File: src/rtl/tx_pkg.sv
// Shared FSM state type and byte constants for the transmit byte serialiser.
// StParity exists only when TX_BYTE_SERIALISER_PARITY_EN is defined.
package tx_pkg;

    localparam int unsigned BITS_PER_BYTE = 8;

    typedef enum logic [1:0] {
        StIdle,
        StData
`ifdef TX_BYTE_SERIALISER_PARITY_EN
        ,
        StParity
`endif
    } tx_state_e;

    // A bit-count field of zero encodes a full byte.
    function automatic logic [3:0] bits_to_count(input logic [2:0] bits);
        return (bits == 3'd0) ? 4'(BITS_PER_BYTE) : {1'b0, bits};
    endfunction

endpackage

File: src/rtl/tx_hold_buffer.sv
// One-entry byte buffer between the upstream frame source and the shift register.
// Generates the single-cycle in_req pulse and tracks the first byte of each frame.
module tx_hold_buffer
    import tx_pkg::*;
(
    input  logic       clk,
    input  logic       rst_n,
    input  logic [7:0] in_data_i,
    input  logic [2:0] in_data_bits_i,
    input  logic       in_data_valid_i,
    output logic       in_req_o,
    input  logic       take_i,
    input  logic       idle_i,
    output logic       hold_full_o,
    output logic [7:0] hold_data_o,
    output logic [3:0] hold_count_o
);

    logic       hold_full_q, hold_full_d;
    logic [7:0] hold_data_q, hold_data_d;
    logic [2:0] hold_bits_q, hold_bits_d;
    logic       hold_first_q, hold_first_d;
    logic       first_q, first_d;
    logic       guard_q, guard_d;
    logic       fill;

    // The in_req cycle doubles as the guard cycle while upstream swaps its byte.
    assign fill = !hold_full_q && in_data_valid_i && !guard_q;

    always_comb begin
        hold_full_d  = hold_full_q;
        hold_data_d  = hold_data_q;
        hold_bits_d  = hold_bits_q;
        hold_first_d = hold_first_q;
        first_d      = first_q;
        guard_d      = fill;
        if (take_i) begin
            hold_full_d = 1'b0;
        end
        if (fill) begin
            hold_full_d  = 1'b1;
            hold_data_d  = in_data_i;
            hold_bits_d  = in_data_bits_i;
            hold_first_d = first_q;
            first_d      = 1'b0;
        end else if (idle_i && !hold_full_q && !in_data_valid_i && !guard_q) begin
            first_d = 1'b1;
        end
    end

    always_ff @(posedge clk or negedge rst_n) begin
        if (!rst_n) begin
            hold_full_q  <= 1'b0;
            hold_data_q  <= 8'h00;
            hold_bits_q  <= 3'd0;
            hold_first_q <= 1'b0;
            first_q      <= 1'b1;
            guard_q      <= 1'b0;
        end else begin
            hold_full_q  <= hold_full_d;
            hold_data_q  <= hold_data_d;
            hold_bits_q  <= hold_bits_d;
            hold_first_q <= hold_first_d;
            first_q      <= first_d;
            guard_q      <= guard_d;
        end
    end

    assign in_req_o     = guard_q;
    assign hold_full_o  = hold_full_q;
    assign hold_data_o  = hold_data_q;
    assign hold_count_o = hold_first_q ? bits_to_count(hold_bits_q) : 4'(BITS_PER_BYTE);

endmodule

File: src/rtl/tx_byte_serialiser.sv
// Serialises upstream bytes LSB first to a bit encoder under an out_req handshake.
// Define TX_BYTE_SERIALISER_PARITY_EN to append a parity bit to every full byte.
module tx_byte_serialiser
    import tx_pkg::*;
#(
    parameter bit PARITY_ODD = 1'b1
) (
    input  logic       clk,
    input  logic       rst_n,
    input  logic [7:0] in_data,
    input  logic [2:0] in_data_bits,
    input  logic       in_data_valid,
    output logic       in_req,
    output logic       out_data,
    output logic       out_data_valid,
    output logic       out_last_bit_in_byte,
    input  logic       out_req
);

    tx_state_e  state_q, state_d;
    logic [7:0] shift_q, shift_d;
    logic [3:0] count_q, count_d;
    logic       take;
    logic       byte_done;
    logic       hold_full;
    logic [7:0] hold_data;
    logic [3:0] hold_count;

`ifdef TX_BYTE_SERIALISER_PARITY_EN
    logic       parity_q, parity_d;
    logic       full_q, full_d;
`else
    logic       unused_parity_odd;
    assign unused_parity_odd = PARITY_ODD;
`endif

    tx_hold_buffer u_hold_buffer (
        .clk             (clk),
        .rst_n           (rst_n),
        .in_data_i       (in_data),
        .in_data_bits_i  (in_data_bits),
        .in_data_valid_i (in_data_valid),
        .in_req_o        (in_req),
        .take_i          (take),
        .idle_i          (state_q == StIdle),
        .hold_full_o     (hold_full),
        .hold_data_o     (hold_data),
        .hold_count_o    (hold_count)
    );

    always_comb begin
        state_d              = state_q;
        shift_d              = shift_q;
        count_d              = count_q;
        take                 = 1'b0;
        byte_done            = 1'b0;
        out_data             = 1'b0;
        out_data_valid       = 1'b0;
        out_last_bit_in_byte = 1'b0;
`ifdef TX_BYTE_SERIALISER_PARITY_EN
        parity_d             = parity_q;
        full_d               = full_q;
`endif
        case (state_q)
            StIdle: begin
                byte_done = 1'b1;
            end
            StData: begin
                out_data       = shift_q[0];
                out_data_valid = 1'b1;
`ifdef TX_BYTE_SERIALISER_PARITY_EN
                out_last_bit_in_byte = (count_q == 4'd1) && !full_q;
`else
                out_last_bit_in_byte = (count_q == 4'd1);
`endif
                if (out_req) begin
                    shift_d = shift_q >> 1;
                    count_d = count_q - 4'd1;
                    if (count_q == 4'd1) begin
`ifdef TX_BYTE_SERIALISER_PARITY_EN
                        if (full_q) begin
                            state_d = StParity;
                        end else begin
                            byte_done = 1'b1;
                        end
`else
                        byte_done = 1'b1;
`endif
                    end
                end
            end
`ifdef TX_BYTE_SERIALISER_PARITY_EN
            StParity: begin
                out_data             = parity_q;
                out_data_valid       = 1'b1;
                out_last_bit_in_byte = 1'b1;
                byte_done            = out_req;
            end
`endif
            default: begin
                state_d = StIdle;
            end
        endcase

        // A finished byte chains straight into a buffered one so no valid gap appears.
        if (byte_done) begin
            if (hold_full) begin
                state_d = StData;
                shift_d = hold_data;
                count_d = hold_count;
                take    = 1'b1;
`ifdef TX_BYTE_SERIALISER_PARITY_EN
                parity_d = (^hold_data) ^ PARITY_ODD;
                full_d   = (hold_count == 4'(BITS_PER_BYTE));
`endif
            end else begin
                state_d = StIdle;
            end
        end
    end

    always_ff @(posedge clk or negedge rst_n) begin
        if (!rst_n) begin
            state_q  <= StIdle;
            shift_q  <= 8'h00;
            count_q  <= 4'd0;
`ifdef TX_BYTE_SERIALISER_PARITY_EN
            parity_q <= 1'b0;
            full_q   <= 1'b0;
`endif
        end else begin
            state_q  <= state_d;
            shift_q  <= shift_d;
            count_q  <= count_d;
`ifdef TX_BYTE_SERIALISER_PARITY_EN
            parity_q <= parity_d;
            full_q   <= full_d;
`endif
        end
    end

endmodule

File: config.mk
export PLATFORM = sky130hd
export DESIGN_NAME = tx_byte_serialiser
export DESIGN_NICKNAME = d
export VERILOG_FILES = /design/src/rtl/tx_pkg.sv /design/src/rtl/tx_hold_buffer.sv /design/src/rtl/tx_byte_serialiser.sv
export SDC_FILE = /design/constraint.sdc
export NUM_CORES = 1
export LEC_CHECK = 0
export ABC_AREA = 1
export ABC_CLOCK_PERIOD_IN_PS = 1750
export CORE_MARGIN = 5
export CORE_UTILIZATION = 53
export CTS_CLUSTER_DIAMETER = 120
export DETAILED_ROUTE_END_ITERATION = 8
export PLACE_DENSITY = 0.78
export REMOVE_ABC_BUFFERS = 1
export SLEW_MARGIN = 40
export SYNTH_ARGS = -nofsm -noshare
export SYNTH_HDL_FRONTEND = slang
export SYNTH_SLANG_ARGS = --single-unit
export TNS_END_PERCENT = 1
File: constraint.sdc
create_clock -name clk -period 1.75 [get_ports clk]
set_clock_uncertainty 0.15 [all_clocks]
set_input_delay 0.35 -clock clk [delete_from_list [all_inputs] [get_ports clk]]
set_output_delay 0.35 -clock clk [all_outputs]
set_load 0.005 [all_outputs]
## Word-level counts from Yosys, hierarchy flattened

Cells that the tools add are included.
Widths: inputs -> output; s select.

| cells by class | value |
|---|---|
| add/sub/neg operators | 1 |
| equal/unequal tests | 3 |
| multiplexer cells | 25 |
| reduce and logical (&&, ||, !) cells | 13 |

Operators with widths:

| cell | count |
|---|---|
| $mux 8 | 4 |
| $mux 4 | 6 |
| $mux 1 | 12 |
| $logic_and 1x1->1 | 5 |
| $eq 4x1->1 const B | 1 |
| $mux 2 | 2 |
| $reduce_bool 2->1 | 2 |
| $sub 4x1->4 const B | 1 |
| $logic_not 1->1 | 3 |
| $logic_not 3->1 | 1 |
| $eq 2x1->1 const B | 1 |
| $logic_not 2->1 | 1 |
| $ne 2x1->1 const B | 1 |
| $pmux 1 s2 | 1 |
| $reduce_or 2->1 | 1 |

| storage, ports and cells | value |
|---|---|
| register bits | 29 |
| input bits | 15 |
| logic and storage cells | 51 |

## Logic depth before layout (Yosys ltp)

| logic depth | value |
|---|---|
| depth after elaboration | 7 |
| mapped depth | 8 |

## Cells and area by module

From an unflattened synthesis, not the netlist that was laid out.

| unflattened totals | value |
|---|---|
| cells, all modules | 175 |
| area, all modules | 1393.8 µm² |

Modules (own cells, without submodules):

| module | times used | cells an instance | area an instance (µm²) | sequential area each (µm²) |
|---|---|---|---|---|
| tx_byte_serialiser | 1 | 105 | 769.5 | 325.3 |
| tx_hold_buffer | 1 | 70 | 624.3 | 376.6 |

## Worst setup path before layout

OpenSTA, ideal clock, no wires.

| timing | value |
|---|---|
| path type | register to register |
| from | register count_q[1] |
| to | register count_q[2] |
| setup time | 117 ps |
| arrival time | 1027 ps |
| required time | 1483 ps |
| setup slack | 456 ps |
| stages on the path, launching flop included | 8 |
| cells stage by stage | dfrtp_1 -> inv_1 -> ha_1 -> nand3_1 -> nand2_2 -> nand2_2 -> nand2_1 -> nand2_1 |

| on the way | value |
|---|---|
| word-level cells in the longest chain between the ends | 5 |
| elaborated cells on any way between the ends | 9 |
| those cells by class | add/sub: 1; eq/ne: 1; mux: 7 |

RTL lines:

| what | RTL line | text |
|---|---|---|
| from (decl) | tx_byte_serialiser.sv:22 | `logic [3:0] count_q, count_d;` |
| from (signal assigned) | tx_byte_serialiser.sv:134 | `count_q <= count_d;` |
| $sub 4x1->4 or $eq 4x1->1 (tied branches) | tx_byte_serialiser.sv:78, tx_byte_serialiser.sv:79 |  |
| $mux 4 or $mux 1 (tied branches) | tx_byte_serialiser.sv:76, tx_byte_serialiser.sv:79 |  |
| $mux 4 or $mux 1 (tied branches) | tx_byte_serialiser.sv:64, tx_byte_serialiser.sv:76 |  |
| $mux 4 or $pmux 1 s2 (tied branches) | tx_byte_serialiser.sv:107, tx_byte_serialiser.sv:64 |  |
| $mux 4 (*) | tx_byte_serialiser.sv:106 | `if (byte_done) begin` |
| net count_d[2] | tx_byte_serialiser.sv:22 |  |

Mark *: on every way through the listed nets, which the timed path passes. The rest lies on a longest branch.
A chain may end at the register's enable or synchronous reset.

## Worst setup path after layout

| timing | value |
|---|---|
| from | register count_q[2] |
| to | output out_last_bit_in_byte |

| on the way | value |
|---|---|
| word-level cells in the longest chain between the ends | 2 |

RTL lines:

| what | RTL line | text |
|---|---|---|
| $eq 4x1->1 | tx_byte_serialiser.sv:74 | `out_last_bit_in_byte = (count_q == 4'd1);` |
| $mux 1 | tx_byte_serialiser.sv:64 | `case (state_q)` |
| to (decl) | tx_byte_serialiser.sv:16 | `output logic out_last_bit_in_byte,` |

No other way between the ends.

==> results.json <==
{
  "register_area_um2": 702,
  "hold_viol_final": 0,
  "antenna_left": 0,
  "pwr_density_cell_nw_per_um2": 1370,
  "cts_buffer_depth": 2,
  "status": "completed",
  "finalSetupViolCount": 0,
  "die_x_um": 60.8,
  "finalMaxSlewViolations": 0,
  "use_met2_pct": 30.1,
  "switchingPower_w": 0.000891,
  "dp_hpwl_mm": 1.98,
  "pre_cts_ws_ns": -0.00223,
  "start_util_pct": 55.3,
  "ios": 19,
  "finalPower_w": 0.00228,
  "syn_area_um2": 1370,
  "syn_avg_cell_area_um2": 7.73,
  "synth_cells": 177,
  "drc_errors": 0,
  "cp.required_ns": 1.25,
  "cts.hold.buffers_added": 0,
  "period_minus_slack_ns": 1.70,
  "intPower_w": 0.00138,
  "vias_per_cell": 4.85,
  "fill_cells": 230,
  "clk_pin_slew_ns": 0.14,
  "crit_path_max_incr_delay_ns": 0.46,
  "worst-setup-path-type": "flop to output port",
  "crit_cells": 4,
  "cp-start-kind": "flop",
  "grt_util_met3_pct": 2.13,
  "grt_pass1_vias": 1124,
  "power.leakage_nw": 0.898,
  "wl_per_cell_um": 11.4,
  "die_area_um2": 3700,
  "fp.dieH_um": 60.8,
  "drt_iter0_markers": 38,
  "cts_root_buf": "clkbuf_4",
  "max_freq_mhz": 587,
  "vias": 1136,
  "antenna_cells": 0,
  "fin_ws_ns": 0.0467,
  "irDropWorstVdd_mv": 0.954,
  "multi_input_area_um2": 589,
  "port_buffers": 18,
  "drtPass1Iterations": 4,
  "path_buf_inv": 1,
  "worstPathArrival_ns": 1.20,
  "busiest_layer": "met2",
  "gr-total-overflow": 0,
  "fin_nets": 222,
  "clkSinkCount": 28,
  "seq_area_frac_synth_pct": 51.3,
  "grt_util_met1_pct": 21.2,
  "rows": 18,
  "gp_congestion": 0.792,
  "cts_tree": "yes",
  "r2r_cells": 10,
  "htreeDepth": 1,
  "antenna_found_initial": 0,
  "critPathSlowestCell": "dfrtp_1",
  "synth_seq_cells": 28,
  "clkPwrFrac_pct": 12.1,
  "clk_latency_ns": 0.33,
  "hold_class": "input pin to async pin",
  "cts_made_buffers": 3,
  "period_share_pct": 97.3,
  "cp_max_fo": 4,
  "rsz0062_at_grt": "yes",
  "seqPwrFrac_pct": 47.3,
  "core_area_um2": 2480,
  "cap_violations": 0,
  "critPathCaptureType": "output port",
  "wl_mm": 2.67,
  "critPathTopFamily": "flip-flops",
  "switching_share_pct": 39.1,
  "slew_headroom_pct": 76.6,
  "drive_gt1_share_pct": 14.2,
  "groute.usage.overall_pct": 17.1,
  "combPwrFrac_pct": 40.7,
  "tightest_slew_ns": 0.351,
  "yosysWarnings": 0,
  "ys_types": 19,
  "grt_max_degree": 29,
  "syn2layout_area_growth_pct": 21.5,
  "grt_pass1_wl_mm": 4.69,
  "cp_cell_sequence": "nor2_2 > nand2_1 > nor2_1 > buf_2"
}
## cells by family after synthesis
kind of cell / share of synthesized area (%)
adders and majority gates: 1.83
AOI/OAI and AO/OA: 2.47
buffers and inverters: 6.76
DFF: 51.3
and+or+nand+nor: 37.7
## cell usage after synthesis (all sizes together)
cell / n / area [um2]
ha: 2 / 25.0
nand2: 97 / 372
nand4: 1 / 6.26
nor2: 4 / 15.0
dfstp: 1 / 26.3
nand3: 17 / 100
a21oi: 1 / 8.76
nand3b: 3 / 22.5
buf: 5 / 40.0
clkbuf: 1 / 3.75
dfrtp: 27 / 676
o21ai: 5 / 25.0
inv: 13 / 48.8
## sequential cells by signal, summed over array words and instances, names as in the netlist
register                    flops
u_hold_buffer.hold_full_o       1
u_hold_buffer.first_q           1
shift_q                         8
u_hold_buffer.in_req_o          1
state_q                         1
u_hold_buffer.hold_bits_q       3
u_hold_buffer.hold_first_q      1
count_q                         4
u_hold_buffer.hold_data_o       8
## path summary, 6_finish.rpt
path                                              startpoint                            to  slack, ns
min in group clk                u_hold_buffer.hold_data_o[3]  u_hold_buffer.hold_data_o[3]       0.35
worst min register to register  u_hold_buffer.hold_data_o[3]  u_hold_buffer.hold_data_o[3]       0.35
worst max register to register                    state_q[0]                    count_q[2]       0.28
worst min-delay path                                   rst_n        u_hold_buffer.in_req_o       0.23
worst max-delay path                              count_q[2]          out_last_bit_in_byte       0.05
max in group asynchronous                              rst_n         u_hold_buffer.first_q       0.93
## placed cells by master (no fill, tap or decap), drive strengths merged
master         synthesis  final
dlygate4sd2            0      1
nand2                 97     97
dfstp                  1      1
nand3b                 3      3
clkbuf                 1      4
dfrtp                 27     27
buf                    5     12
nand4                  1      1
ha                     2      2
dlymetal6s2s           0      1
nor2                   4      4
a21oi                  1      1
nand3                 17     17
o21ai                  5      5
clkdlybuf4s50          0     15
inv                   13     13
## layout make-up
class,instances,area share (%)
Timing Repair Buffer,29,15.6
Tap cell,30,2.26
Clock buffer,4,1.58
Multi-Input combinational cell,130,35.4
Inverter,13,2.93
Sequential cell,28,42.2
## power by group through the flow
stage               Clock, W  Combinational, W  Sequential (W)
floorplan                  0          0.000566         0.00107
global placement           0          0.000860         0.00106
detailed placement         0          0.000895         0.00108
CTS                 0.000281          0.000912         0.00106
global route        0.000304           0.00107         0.00112
finish              0.000275          0.000925         0.00108
## stage by stage
stage | cells | util (%) | cell area [um2] | setup TNS [ns] | hold slack, ns
5_1_grt | 234 | 67.1 | 1660 | -0.0439 | 0.273
3_3_place_gp | 227 | 64.7 | 1600 | 0 | 0.315
6_report | 234 | 67.1 | 1660 | 0 | 0.229
3_5_place_dp | 227 | 64.7 | 1600 | -0.00223 | 0.317
4_1_cts | 233 | 66.5 | 1650 | -0.0837 | 0.242
2_1_floorplan | 171 | - | 1330 | 0 | -0.0956
## repair_timing
item | CTS | global route
endpoints found under the setup margin | 3 | 2
pin swaps | 0 | 1
gates cloned | 0 | 0
setup buffers | 2 | 1
resized for setup | 6 | 4
## metal layers
layer / wire length [um] / up-vias
met1: 1230 / 510
li1: - / 597
met2: 1320 / 24
met3: 74 / 5
met4: 46 / 0
met5: 0 / -
(Power assumes the default switching activity.)
